==> config.mk <==
export PLATFORM = sky130hd
export DESIGN_NAME = control_pipe
export DESIGN_NICKNAME = d
export VERILOG_FILES = /design/src/rtl/ctrl_pkg.sv /design/src/rtl/ctrl_decode.sv /design/src/rtl/control_pipe.sv
export SDC_FILE = /design/constraint.sdc
export NUM_CORES = 1
export LEC_CHECK = 0
export ABC_CLOCK_PERIOD_IN_PS = 2500
export CAP_MARGIN = 10
export CORE_AREA = 8 8 71 73
export DETAILED_ROUTE_END_ITERATION = 10
export DIE_AREA = 0 0 79 81
export PLACE_DENSITY = 0.65
export SYNTH_ARGS = -nofsm -noshare
export SYNTH_HDL_FRONTEND = slang
export SYNTH_SLANG_ARGS = --single-unit
export TNS_END_PERCENT = 10
==> constraint.sdc <==
create_clock -name clk -period 2.5 [get_ports clk]
set_input_delay 0.5 -clock clk [delete_from_list [all_inputs] [get_ports clk]]
set_output_delay 0.5 -clock clk [all_outputs]
set_load 0.01 [all_outputs]
==> src/rtl/ctrl_pkg.sv <==
// Shared opcodes, ALU codes and stage control payloads for the pipeline controller.
package ctrl_pkg;

  localparam int unsigned OPCODE_W   = 7;
  localparam int unsigned CTRL_ALU_W = 3;

  // RV32I major opcodes recognised by the decoder
  localparam logic [OPCODE_W-1:0] OP_R      = 7'b0110011;
  localparam logic [OPCODE_W-1:0] OP_LOAD   = 7'b0000011;
  localparam logic [OPCODE_W-1:0] OP_IMM    = 7'b0010011;
  localparam logic [OPCODE_W-1:0] OP_STORE  = 7'b0100011;
  localparam logic [OPCODE_W-1:0] OP_BRANCH = 7'b1100011;
  localparam logic [OPCODE_W-1:0] OP_JAL    = 7'b1101111;
  localparam logic [OPCODE_W-1:0] OP_JALR   = 7'b1100111;
  localparam logic [OPCODE_W-1:0] OP_LUI    = 7'b0110111;
  localparam logic [OPCODE_W-1:0] OP_AUIPC  = 7'b0010111;
  localparam logic [OPCODE_W-1:0] OP_BUBBLE = 7'b0000000;

  // ALU operation classes handed to the EX-stage ALU control
  localparam logic [CTRL_ALU_W-1:0] ALU_ADD   = 3'b000;
  localparam logic [CTRL_ALU_W-1:0] ALU_BR    = 3'b001;
  localparam logic [CTRL_ALU_W-1:0] ALU_R     = 3'b010;
  localparam logic [CTRL_ALU_W-1:0] ALU_JMP   = 3'b011;
  localparam logic [CTRL_ALU_W-1:0] ALU_I     = 3'b100;
  localparam logic [CTRL_ALU_W-1:0] ALU_LUI   = 3'b101;
  localparam logic [CTRL_ALU_W-1:0] ALU_AUIPC = 3'b110;

  // Full control bundle produced in ID and held in ID/EX
  typedef struct packed {
    logic                  branch;
    logic                  mem_read;
    logic                  mem_to_reg;
    logic [CTRL_ALU_W-1:0] alu_op;
    logic                  mem_write;
    logic                  alu_src;
    logic                  reg_write;
    logic                  jump;
    logic                  jalr;
  } ctrl_t;

  localparam ctrl_t BUBBLE = '0;

  // Control still needed once an instruction has left EX
  typedef struct packed {
    logic mem_read;
    logic mem_write;
    logic mem_to_reg;
    logic reg_write;
  } mem_ctrl_t;

  // Control still needed in write-back
  typedef struct packed {
    logic mem_to_reg;
    logic reg_write;
  } wb_ctrl_t;

  localparam mem_ctrl_t MEM_BUBBLE = '0;
  localparam wb_ctrl_t  WB_BUBBLE  = '0;

  // Drop EX-only fields when moving into EX/MEM
  function automatic mem_ctrl_t to_mem_ctrl(input ctrl_t c);
    mem_ctrl_t m;
    m.mem_read   = c.mem_read;
    m.mem_write  = c.mem_write;
    m.mem_to_reg = c.mem_to_reg;
    m.reg_write  = c.reg_write;
    return m;
  endfunction

  // Drop MEM-only fields when moving into MEM/WB
  function automatic wb_ctrl_t to_wb_ctrl(input mem_ctrl_t m);
    wb_ctrl_t w;
    w.mem_to_reg = m.mem_to_reg;
    w.reg_write  = m.reg_write;
    return w;
  endfunction

endpackage

==> src/rtl/ctrl_decode.sv <==
// Pure combinational opcode-to-control decode with source-register usage flags.
module ctrl_decode
  import ctrl_pkg::*;
(
  input  logic                id_valid,
  input  logic [OPCODE_W-1:0] opcode,
  output ctrl_t               ctrl,
  output logic                rs1_used,
  output logic                rs2_used,
  output logic                illegal,
  output logic                live
);

  // Decode table; anything unrecognised or not valid collapses to a bubble
  always_comb begin
    ctrl     = BUBBLE;
    rs1_used = 1'b0;
    rs2_used = 1'b0;
    illegal  = 1'b0;
    live     = 1'b0;
    if (id_valid) begin
      live = 1'b1;
      case (opcode)
        OP_R: begin
          ctrl.alu_op    = ALU_R;
          ctrl.reg_write = 1'b1;
          rs1_used       = 1'b1;
          rs2_used       = 1'b1;
        end
        OP_LOAD: begin
          ctrl.mem_read   = 1'b1;
          ctrl.mem_to_reg = 1'b1;
          ctrl.alu_op     = ALU_ADD;
          ctrl.alu_src    = 1'b1;
          ctrl.reg_write  = 1'b1;
          rs1_used        = 1'b1;
        end
        OP_IMM: begin
          ctrl.alu_op    = ALU_I;
          ctrl.alu_src   = 1'b1;
          ctrl.reg_write = 1'b1;
          rs1_used       = 1'b1;
        end
        OP_STORE: begin
          ctrl.alu_op    = ALU_ADD;
          ctrl.mem_write = 1'b1;
          ctrl.alu_src   = 1'b1;
          rs1_used       = 1'b1;
          rs2_used       = 1'b1;
        end
        OP_BRANCH: begin
          ctrl.branch = 1'b1;
          ctrl.alu_op = ALU_BR;
          rs1_used    = 1'b1;
          rs2_used    = 1'b1;
        end
        OP_JAL: begin
          ctrl.alu_op    = ALU_JMP;
          ctrl.alu_src   = 1'b1;
          ctrl.reg_write = 1'b1;
          ctrl.jump      = 1'b1;
        end
        OP_JALR: begin
          ctrl.alu_op    = ALU_JMP;
          ctrl.alu_src   = 1'b1;
          ctrl.reg_write = 1'b1;
          ctrl.jump      = 1'b1;
          ctrl.jalr      = 1'b1;
          rs1_used       = 1'b1;
        end
        OP_LUI: begin
          ctrl.alu_op    = ALU_LUI;
          ctrl.alu_src   = 1'b1;
          ctrl.reg_write = 1'b1;
        end
        OP_AUIPC: begin
          ctrl.alu_op    = ALU_AUIPC;
          ctrl.alu_src   = 1'b1;
          ctrl.reg_write = 1'b1;
        end
        OP_BUBBLE: begin
          live = 1'b0;
        end
        default: begin
          live    = 1'b0;
          illegal = 1'b1;
        end
      endcase
    end
  end

endmodule

==> src/rtl/control_pipe.sv <==
// Pipelined control path: ID decode, load-use hazard, redirect flush, ID/EX, EX/MEM, MEM/WB.
module control_pipe
  import ctrl_pkg::*;
#(
  parameter int unsigned REG_ADDR_W = 5,
  parameter int unsigned ALU_OP_W   = 3,
  parameter bit          HAZARD_EN  = 1'b1
) (
  input  logic                  clk,
  input  logic                  rst_n,
  input  logic                  id_valid,
  input  logic [OPCODE_W-1:0]   id_opcode,
  input  logic [REG_ADDR_W-1:0] id_rs1,
  input  logic [REG_ADDR_W-1:0] id_rs2,
  input  logic [REG_ADDR_W-1:0] id_rd,
  input  logic                  ex_redirect,
  output logic                  stall,
  output logic                  flush_if_id,
  output logic                  id_illegal,
  output logic [ALU_OP_W-1:0]   ex_alu_op,
  output logic                  ex_alu_src,
  output logic                  ex_branch,
  output logic                  ex_jump,
  output logic                  ex_jalr,
  output logic [REG_ADDR_W-1:0] ex_rd,
  output logic                  mem_read,
  output logic                  mem_write,
  output logic [REG_ADDR_W-1:0] mem_rd,
  output logic                  wb_mem_to_reg,
  output logic                  wb_reg_write,
  output logic [REG_ADDR_W-1:0] wb_rd
);

  ctrl_t                 id_ctrl;
  logic                  id_rs1_used;
  logic                  id_rs2_used;
  logic                  id_live;
  logic                  load_use_c;
  logic                  insert_bubble_c;

  ctrl_t                 id_ex_ctrl;
  logic [REG_ADDR_W-1:0] id_ex_rd;
  mem_ctrl_t             ex_mem_ctrl;
  logic [REG_ADDR_W-1:0] ex_mem_rd;
  wb_ctrl_t              mem_wb_ctrl;
  logic [REG_ADDR_W-1:0] mem_wb_rd;

  ctrl_decode u_decode (
    .id_valid (id_valid),
    .opcode   (id_opcode),
    .ctrl     (id_ctrl),
    .rs1_used (id_rs1_used),
    .rs2_used (id_rs2_used),
    .illegal  (id_illegal),
    .live     (id_live)
  );

  // Load in EX whose destination is a source of the instruction in ID
  always_comb begin
    load_use_c = 1'b0;
    if (HAZARD_EN && id_valid && id_ex_ctrl.mem_read && (id_ex_rd != '0)) begin
      load_use_c = ((id_rs1 == id_ex_rd) && id_rs1_used) ||
                   ((id_rs2 == id_ex_rd) && id_rs2_used);
    end
  end

  // Redirect wins: the ID instruction is squashed anyway, so holding it is pointless
  assign stall           = load_use_c && !ex_redirect;
  assign flush_if_id     = ex_redirect;
  assign insert_bubble_c = ex_redirect || stall;

  // ID/EX register; x0 as destination for anything that is not a live instruction
  always_ff @(posedge clk or negedge rst_n) begin
    if (!rst_n) begin
      id_ex_ctrl <= BUBBLE;
      id_ex_rd   <= '0;
    end else if (insert_bubble_c) begin
      id_ex_ctrl <= BUBBLE;
      id_ex_rd   <= '0;
    end else begin
      id_ex_ctrl <= id_ctrl;
      id_ex_rd   <= id_live ? id_rd : '0;
    end
  end

  // EX/MEM register
  always_ff @(posedge clk or negedge rst_n) begin
    if (!rst_n) begin
      ex_mem_ctrl <= MEM_BUBBLE;
      ex_mem_rd   <= '0;
    end else begin
      ex_mem_ctrl <= to_mem_ctrl(id_ex_ctrl);
      ex_mem_rd   <= id_ex_rd;
    end
  end

  // MEM/WB register
  always_ff @(posedge clk or negedge rst_n) begin
    if (!rst_n) begin
      mem_wb_ctrl <= WB_BUBBLE;
      mem_wb_rd   <= '0;
    end else begin
      mem_wb_ctrl <= to_wb_ctrl(ex_mem_ctrl);
      mem_wb_rd   <= ex_mem_rd;
    end
  end

  assign ex_alu_op     = ALU_OP_W'(id_ex_ctrl.alu_op);
  assign ex_alu_src    = id_ex_ctrl.alu_src;
  assign ex_branch     = id_ex_ctrl.branch;
  assign ex_jump       = id_ex_ctrl.jump;
  assign ex_jalr       = id_ex_ctrl.jalr;
  assign ex_rd         = id_ex_rd;
  assign mem_read      = ex_mem_ctrl.mem_read;
  assign mem_write     = ex_mem_ctrl.mem_write;
  assign mem_rd        = ex_mem_rd;
  assign wb_mem_to_reg = mem_wb_ctrl.mem_to_reg;
  assign wb_reg_write  = mem_wb_ctrl.reg_write;
  assign wb_rd         = mem_wb_rd;

endmodule

# Word-level counts from Yosys, hierarchy flattened
# Index checks and enable logic that the tools add are counted.
# W data, S select, Z words.
# word_totals
reg_bits,32
wordCells,67
# op_classes
eq_ne,11
n_mux,21
reduce_logical,17
# op_table
operator,n
$mux W11,2
$eq A7 B6 Y1 const B,3
$eq A7 B7 Y1 const B,3
$pmux W3 S6,1
$mux W1,15
$eq A7 B5 Y1 const B,2
$reduce_or A7 Y1,2
$eq A5 B5 Y1,2
$mux W5,2
$reduce_or A10 Y1,1
$reduce_or A9 Y1,1
$eq A7 B2 Y1 const B,1
$logic_not A7 Y1,1
$reduce_or A6 Y1,1
$logic_and A1 B1 Y1,5
$reduce_bool A5 Y1,1
$reduce_or A3 Y1,1
$logic_or A1 B1 Y1,2
$mux W2,1
$reduce_or A2 Y1,1
$logic_not A1 Y1,1

# Logic depth before layout (Yosys ltp)
# logic_depth
word_depth,10
ltp_mapped,7

# Hierarchy
# From an unflattened synthesis, not the netlist that was laid out.
# hier_totals
cells_unflattened,138
hier_area_um2,1514.0
# modules_own_cells
module,instances,cells_each,area_per_inst_um2,seq_area_each_um2
control_pipe,1,90,1233.7,800.8
ctrl_decode,1,48,280.3,0.0

# Worst setup path after synthesis
# Ideal clock, no wire load.
# synth_path
path_type,input port to output port
startpoint,input id_opcode[4]
endpoint,output stall
t_arrival_ns,1.835
path_slack_ns,0.165
cell_stages,6
path_buffers,1
cell_sequence,buf_2 nor2b_4 a21oi_1 or4_4 a21oi_4 nor2b_1
# synth_via
elab_chain_len,8
word_cells_on_any_way,17
# synth_lines
element,line_no,rtl
from (decl),control_pipe.sv:12,"input logic [OPCODE_W-1:0] id_opcode,"
$eq A7 B7 Y1 (tied with other cells),ctrl_decode.sv:23,case (opcode)
$reduce_or A6 Y1 (no line) or $reduce_or A3 Y1 (tied branches),-,
$mux W1,ctrl_decode.sv:23,
$mux W1,ctrl_decode.sv:21,if (id_valid) begin
"$logic_and A1 B1 Y1, on equally long branches","control_pipe.sv:62, control_pipe.sv:63",
$logic_or A1 B1 Y1 (*),control_pipe.sv:62,load_use_c = ((id_rs1 == id_ex_rd) && id_rs1_used) ||
$mux W1 (*),control_pipe.sv:61,if (HAZARD_EN && id_valid && id_ex_ctrl.mem_read && (id_ex_rd != '0)) begin
$logic_and A1 B1 Y1 (*),control_pipe.sv:68,assign stall = load_use_c && !ex_redirect;
to (decl),control_pipe.sv:17,"output logic stall,"
# Every way passes the cells marked *; elsewhere a longest branch is shown, timed or not.

# Worst setup path in the final report
# layout_path
startpoint,input id_rs2[2]
endpoint,output stall
# layout_via
elab_chain_len,5
# layout_lines
element,line_no,rtl
from (decl),control_pipe.sv:14,"input logic [REG_ADDR_W-1:0] id_rs2,"
$eq A5 B5 Y1,control_pipe.sv:63,((id_rs2 == id_ex_rd) && id_rs2_used);
$logic_and A1 B1 Y1,control_pipe.sv:63,
$logic_or A1 B1 Y1,control_pipe.sv:62,
$mux W1,control_pipe.sv:61,
$logic_and A1 B1 Y1,control_pipe.sv:68,
# No other way between the ends.

==> impl_summary.txt <==
----------------------------------------------------
[Hold path]
  Type of the worst min-delay path ... register to register

[Synth]
  Post-synthesis sequential area ratio ... 57.4%
  Net Count, Synth ... 150
  Number of distinct library cells after synthesis ... 27
  Flip-flop and latch count after synthesis ... 30
  Cells taking the most area after synthesis ... sky130_fd_sc_hd__dfrtp_1, sky130_fd_sc_hd__nand3_1, sky130_fd_sc_hd__nor2_1
  Synthesized cell area ... 1310 um2
  Average cell area after synthesis ... 10.6 um2
  Number of instances in the synthesized netlist ... around 120
  Number of enable-type register cells in the synthesized netlist ... 0
  Top cell type by total area after synthesis ... sky130_fd_sc_hd__dfrtp_1
  Warnings from Yosys ... 0
  Async set-reset flop share out of synthesis ... between 90% and 100%
  Most instantiated flip-flop cell in the synthesis netlist ... sky130_fd_sc_hd__dfrtp_1
  Share of Yosys cell area claimed by the top area cell type ... 57.4%

[Timing]
  Worst setup skew after layout ... 0.00290 ns
  Final Cycle Share ... between 90% and 100%
  Final total negative setup slack ... 0 ns
  Final setup violation count ... 0
  Number of hold violations in the final report ... 0
  Worst setup margin ... around 0.064 ns
  Worst slew margin relative to its limit ... between 50% and 60%
  Unrepaired setup endpoints after global routing ... false
  Slew at the pin closest to its max-slew limit ... approximately 0.6 ns
  Hold Slack ... roughly 0.35 ns
  Count of pins over their slew limit ... 0
  Fin crit period ... approximately 2.4 ns
  Peak clock frequency supported by timing ... between 0.4 and 0.5 GHz

[Flow run]
  Max-cap check violation count ... 0

[Routing]
  Number of vias per cell ... roughly 4.6
  Vias post-DR ... roughly 1,200
  Remaining design rule violation count ... 0
  Number of nets still failing antenna checks after routing ... 0
  Total routed wirelength ... ~3500 um
  Drt first pass iters ... 4
  Mean routed wirelength per cell ... around 14 um
  Number of DRC markers after the initial detailed-route iteration ... 47

[Final layout]
  Diodes inserted ... 0
  Register Area ... between 700 and 800 um2
  Number of nets in the final layout ... between 200 and 250
  Area of the multi-input gates ... between 500 and 600 um2
  Final cell count without fillers ... around 250
  Fraction of layout instances using a drive strength above 1 ... between 20% and 30%
  Layout area overhead ... 61.5%
  Filler Cells Inserted ... 359

[Power]
  Leakage power ... approximately 0.001 uW
  Power density over the cells ... ~460 nW/um2
  Design Power ... approximately 970 uW
  VDD IR max ... about 0.00016 V

[Setup path]
  Critical path endpoint category ... output pin
  Crit Path Category ... input pin to output pin
  Worst-path fanout max ... 2
  CP Data Required Time ... about 2.0 ns
  Worst Setup Start Kind ... input pin
  Endpoint arrival time on the critical path ... 1.94 ns

[Clock network]
  Clk pin slew, worst setup/hold paths ... roughly 0.06 ns
  Root Buffer Master ... sky130_fd_sc_hd__clkbuf_8
  Source-to-sink clock delay at the later pin of the worst-skew pair ... between 0.2 and 0.3 ns
  Number of buffers inserted during clock tree synthesis ... 5
  CTS tree ... done
  H-tree lvl count ... 2
  Hold buffers post-CTS ... 0
  Maximum clock insertion buffer count ... 2
  Clock sink count ... 30

[Floorplanning]
  Area of the die ... 6400 um2
  Std-Cell Core Area ... 3910 um2
  Die width ... 79 um
  Starting utilization of the core area ... roughly a third
  Die Y-Extent ... approximately 80 um
  Cell Rows ... 23
  Number of top-level pins ... 55

[Global routing]
  Maximum number of pins on one net before global-route repair ... 31
  Wire length of the first global-routing pass ... around 5700 um
  Via count of the first global-routing pass ... 1,145
  Antenna violations before repair ... 0
  GRT Overall Usage ... between 10 and 15%
  Aggregate global routing overflow ... 0

[Placement]
  Pre-CTS setup slack ... -0.616 ns
  RePlAce Congestion ... 0.855
  Count of placed standard cells including taps ... 240
  HPWL after DPL ... roughly 2900 um
  Number of buffers inserted by port buffering ... 54

[Outcome]
  Run status ... finished, final reports clean

----------------------------------------------------
## final cells by class
type                    instances  share of cell area [%]
clock buffers                   5                    3.26
inverters                       2                   0.355
flip-flops and latches         30                    35.5
clock inverters                 2                   0.474
well taps                      50                    2.96
multi-input cells              83                    24.4
repair buffers                 76                    33.0
## metrics by stage
step | util (%) | cell area (um2)
after floorplan | - | 1310
after global placement | 51.3 | 2010
after detailed placement | 51.3 | 2010
after CTS | 53.3 | 2080
after global routing | 54.0 | 2110
final | 54.0 | 2110
## synthesized netlist by cell type, types with 4 or more instances
cell type	count
sky130_fd_sc_hd__nand3_1	12
sky130_fd_sc_hd__o21ai_0	8
sky130_fd_sc_hd__nand2_1	9
sky130_fd_sc_hd__nor2_1	16
sky130_fd_sc_hd__xor2_1	5
sky130_fd_sc_hd__dfrtp_1	30
sky130_fd_sc_hd__nor3_1	4
sky130_fd_sc_hd__xnor2_1	5
sky130_fd_sc_hd__nor2b_1	4
sky130_fd_sc_hd__buf_4	5
sky130_fd_sc_hd__nor3b_1	4
## kinds of logic (layout without fill, tap and decap cells)
family                 after synthesis  after routing  share of synthesized area [%]
multiplexers                         1              1                          0.860
AO/OA/AOI/OAI                       13             13                           6.22
flip-flops                          30             30                           57.4
XOR/XNOR                            10             10                           6.69
buffers and inverters               11             85                           5.26
AND/OR/NAND/NOR                     59             59                           23.6
## placed cells by master, fill, tap and decap left out
| master | Yosys | layout |
|---|---|---|
| sky130_fd_sc_hd__clkbuf_8 | 0 | 5 |
| sky130_fd_sc_hd__nor2_1 | 16 | 14 |
| sky130_fd_sc_hd__nand2_1 | 9 | 9 |
| sky130_fd_sc_hd__a21oi_1 | 2 | 2 |
| sky130_fd_sc_hd__a22oi_1 | 1 | 1 |
| sky130_fd_sc_hd__buf_6 | 1 | 3 |
| sky130_fd_sc_hd__xor2_1 | 5 | 5 |
| sky130_fd_sc_hd__nor3b_1 | 4 | 4 |
| sky130_fd_sc_hd__or4_1 | 2 | 1 |
| sky130_fd_sc_hd__nand4_1 | 2 | 2 |
| sky130_fd_sc_hd__nor4b_1 | 1 | 1 |
| sky130_fd_sc_hd__and2_1 | 2 | 1 |
| sky130_fd_sc_hd__buf_4 | 5 | 20 |
| sky130_fd_sc_hd__nor2b_4 | 1 | 2 |
| sky130_fd_sc_hd__clkdlybuf4s15_1 | 0 | 1 |
| sky130_fd_sc_hd__nor2b_1 | 4 | 3 |
| sky130_fd_sc_hd__nor4_1 | 1 | 1 |
| sky130_fd_sc_hd__nor3_1 | 4 | 4 |
| sky130_fd_sc_hd__o31ai_1 | 1 | 1 |
| sky130_fd_sc_hd__mux2_2 | 1 | 1 |
| sky130_fd_sc_hd__and2_4 | 0 | 1 |
| sky130_fd_sc_hd__nand3_1 | 12 | 12 |
| sky130_fd_sc_hd__xnor2_2 | 0 | 1 |
| sky130_fd_sc_hd__dlygate4sd2_1 | 0 | 13 |
| sky130_fd_sc_hd__xnor2_1 | 5 | 4 |
| sky130_fd_sc_hd__nor2_2 | 0 | 2 |
| sky130_fd_sc_hd__dfrtp_1 | 30 | 30 |
| sky130_fd_sc_hd__a21oi_4 | 1 | 1 |
| sky130_fd_sc_hd__clkdlybuf4s50_1 | 0 | 39 |
| sky130_fd_sc_hd__o21ai_0 | 8 | 8 |
| sky130_fd_sc_hd__inv_1 | 2 | 2 |
| sky130_fd_sc_hd__clkinv_2 | 0 | 2 |
| sky130_fd_sc_hd__or4_4 | 1 | 2 |
## path summary, 6_finish.rpt
| check | start | to | slack, ns | cells after the start |
|---|---|---|---|---|
| worst max-delay path | id_rs2[2] | stall | 0.06 | 7 |
| min in group asynchronous | rst_n | wb_reg_write$_DFF_PN0_ | 0.61 | 2 |
| max in group asynchronous | rst_n | ex_rd[1]$_DFF_PN0_ | 1.63 | 2 |
| worst max register to register | ex_rd[1]$_DFF_PN0_ | ex_jalr$_DFF_PN0_ | 0.58 | 7 |
| worst min register to register | ex_mem_ctrl[0]$_DFF_PN0_ | wb_reg_write$_DFF_PN0_ | 0.35 | 0 |
| worst min-delay path | ex_mem_ctrl[0]$_DFF_PN0_ | wb_reg_write$_DFF_PN0_ | 0.35 | 0 |
## what timing repair did
item / 4_1_cts / 5_1_grt
pin swaps: 8 / 7
resized for setup: 22 / 6
setup endpoints to repair: 2 / 1
setup buffers: 1 / 0
## where the power goes
part           internal [uW]  switching, uW  leakage, uW  total (uW)
Clock                    186            162    0.0000438         348
Combinational           69.3           59.2     0.000524         129
Sequential               488           1.07     0.000418         490
Total                    744            223     0.000986         966
## worst max-delay path, cell delays in order
cell and delay [ns]:
sky130_fd_sc_hd__dlygate4sd2_1 0.24, sky130_fd_sc_hd__xnor2_1 0.15, sky130_fd_sc_hd__nand3_1 0.10, sky130_fd_sc_hd__or4_4 0.50, sky130_fd_sc_hd__a21oi_4 0.19, sky130_fd_sc_hd__nor2b_4 0.16, sky130_fd_sc_hd__buf_6 0.10
## layer usage
layer,GRT usage [%],vias to the layer above,part of all wire (%)
met5,0,-,0
met4,5.74,0,1.1
met3,4.19,4,8.1
met2,18.5,45,52
met1,12.6,539,38
li1,-,565,-
No activity file was read; power rests on OpenSTA's default activity.
==> RTL edit: new RTL, config.mk and constraints unchanged <==
`HAZARD_EN`: 1'b1 -> 1'b0.
--- a/src/rtl/control_pipe.sv
+++ b/src/rtl/control_pipe.sv
@@ -4,7 +4,7 @@
 #(
   parameter int unsigned REG_ADDR_W = 5,
   parameter int unsigned ALU_OP_W   = 3,
-  parameter bit          HAZARD_EN  = 1'b1
+  parameter bit          HAZARD_EN  = 1'b0
 ) (
   input  logic                  clk,
   input  logic                  rst_n,
Check against the original RTL: not equivalent (a bounded check fails within 4 cycles, from zero or initial values and one cycle with rst_n low).
==> RTL edit against the original RTL <==
  * Wire length shrank 25%
  * Critical path depth shrank 2
  * Fmax grew 4.7%
  * Total power up 1.0%
  * Sequential cell count unchanged
  * First-iteration DRC count is 32% lower
  * Setup slack better by 0.11 ns
  * Worst hold slack worse by 0.0043 ns
  * Design area down 15%
  * Non-clock buffer count fell by 19
  * Synthesized area decreased by 8.0%
  * Largest power group unchanged
==> RTL edit: results (changes against the original RTL) <==
<table>
<tr><th>Metric</th><th>Value</th></tr>
<tr><th colspan="2">STA</th></tr>
<tr><td>Min Hold Slack</td><td>0.342 ns (was 0.346 ns)</td></tr>
<tr><th colspan="2">Hold path</th></tr>
<tr><td>Startpoint of the worst hold path</td><td>id_ex_ctrl[2]$_DFF_PN0_ (was ex_mem_ctrl[0]$_DFF_PN0_)</td></tr>
<tr><th colspan="2">Synthesis</th></tr>
<tr><td>Synthesized-area fraction occupied by xor and xnor cells</td><td>1.46% (was 6.69%)</td></tr>
<tr><td>Post-synth cell types</td><td>30 (was 27)</td></tr>
<tr><td>Net count after synthesis</td><td>123 (was 150)</td></tr>
<tr><td>Avg Cell Area, Syn</td><td>12.4 um2 (was 10.6 um2)</td></tr>
<tr><td>Part of the Yosys area used for sequential elements</td><td>62.4% (was 57.4%)</td></tr>
<tr><th colspan="2">Global routing</th></tr>
<tr><td>Global-route total usage across every layer</td><td>8.31% (was 11.3%)</td></tr>
<tr><td>Number of global-route vias before repair</td><td>918 (was 1145)</td></tr>
<tr><td>Global-route wire length before repair</td><td>4.15 mm (was 5.65 mm)</td></tr>
<tr><td>Met3 track demand over resource</td><td>4.08% (was 4.19%)</td></tr>
<tr><td>Met2 GRT Util</td><td>13.3% (was 18.5%)</td></tr>
<tr><th colspan="2">Power</th></tr>
<tr><td>Maximum ir drop on the vdd rail</td><td>172 uV (was 163 uV)</td></tr>
<tr><td>Comb pwr share</td><td>10.7% (was 13.3%)</td></tr>
<tr><td>Internal power</td><td>0.764 mW (was 0.744 mW)</td></tr>
<tr><th colspan="2">Finish</th></tr>
<tr><td>Fin cells</td><td>202 (was 248)</td></tr>
<tr><th colspan="2">Worst setup path</th></tr>
<tr><td>R2R setup slack</td><td>1.99 ns (was 0.58 ns)</td></tr>
<tr><td>Worst setup path end</td><td>id_illegal (was stall)</td></tr>
<tr><td>Reg-to-reg endpoint</td><td>mem_rd[3]$_DFF_PN0_ (was ex_jalr$_DFF_PN0_)</td></tr>
<tr><td>Data arrival time of the critical path</td><td>1.83 ns (was 1.94 ns)</td></tr>
<tr><th colspan="2">Place</th></tr>
<tr><td>Area after DPL</td><td>1720 um2 (was 2010 um2)</td></tr>
<tr><td>Post-placement worst setup slack</td><td>-0.239 ns (was -0.616 ns)</td></tr>
<tr><th colspan="2">Route</th></tr>
<tr><td>Wire length on met1</td><td>1.11 mm (was 1.36 mm)</td></tr>
<tr><td>First drt pass iteration count</td><td>6 (was 4)</td></tr>
<tr><td>Vias per cell</td><td>4.53 (was 4.65)</td></tr>
<tr><td>Routed Wire Length</td><td>2.67 mm (was 3.55 mm)</td></tr>
<tr><th colspan="2">Status</th></tr>
<tr><td>Result of the run</td><td>finished clean (unchanged)</td></tr>
</table>
[RTL edit: cell count changes after synthesis, moves of 3 or more]
cell                      change
sky130_fd_sc_hd__nor3_1       -4
sky130_fd_sc_hd__xor2_1       -3
sky130_fd_sc_hd__nand3_1     -11
sky130_fd_sc_hd__nor2b_1      -3
sky130_fd_sc_hd__nor2_1       -9
sky130_fd_sc_hd__o21ai_0      -8
sky130_fd_sc_hd__o21ai_1      +3
sky130_fd_sc_hd__a21oi_1      +7
sky130_fd_sc_hd__xnor2_1      -5
sky130_fd_sc_hd__nor3b_1      -3
[RTL edit: area by class of cell]
class | count | area [um2] | share of cell area, %
Sequential cell | 30 | 751 | 41.6
Timing Repair Buffer | 57 | 529 | 29.4
Multi-Input combinational cell | 53 | 354 | 19.6
Clock buffer | 7 | 86.3 | 4.79
Tap cell | 50 | 62.6 | 3.47
Inverter | 4 | 15.0 | 0.833
Clock inverter | 1 | 5.00 | 0.278
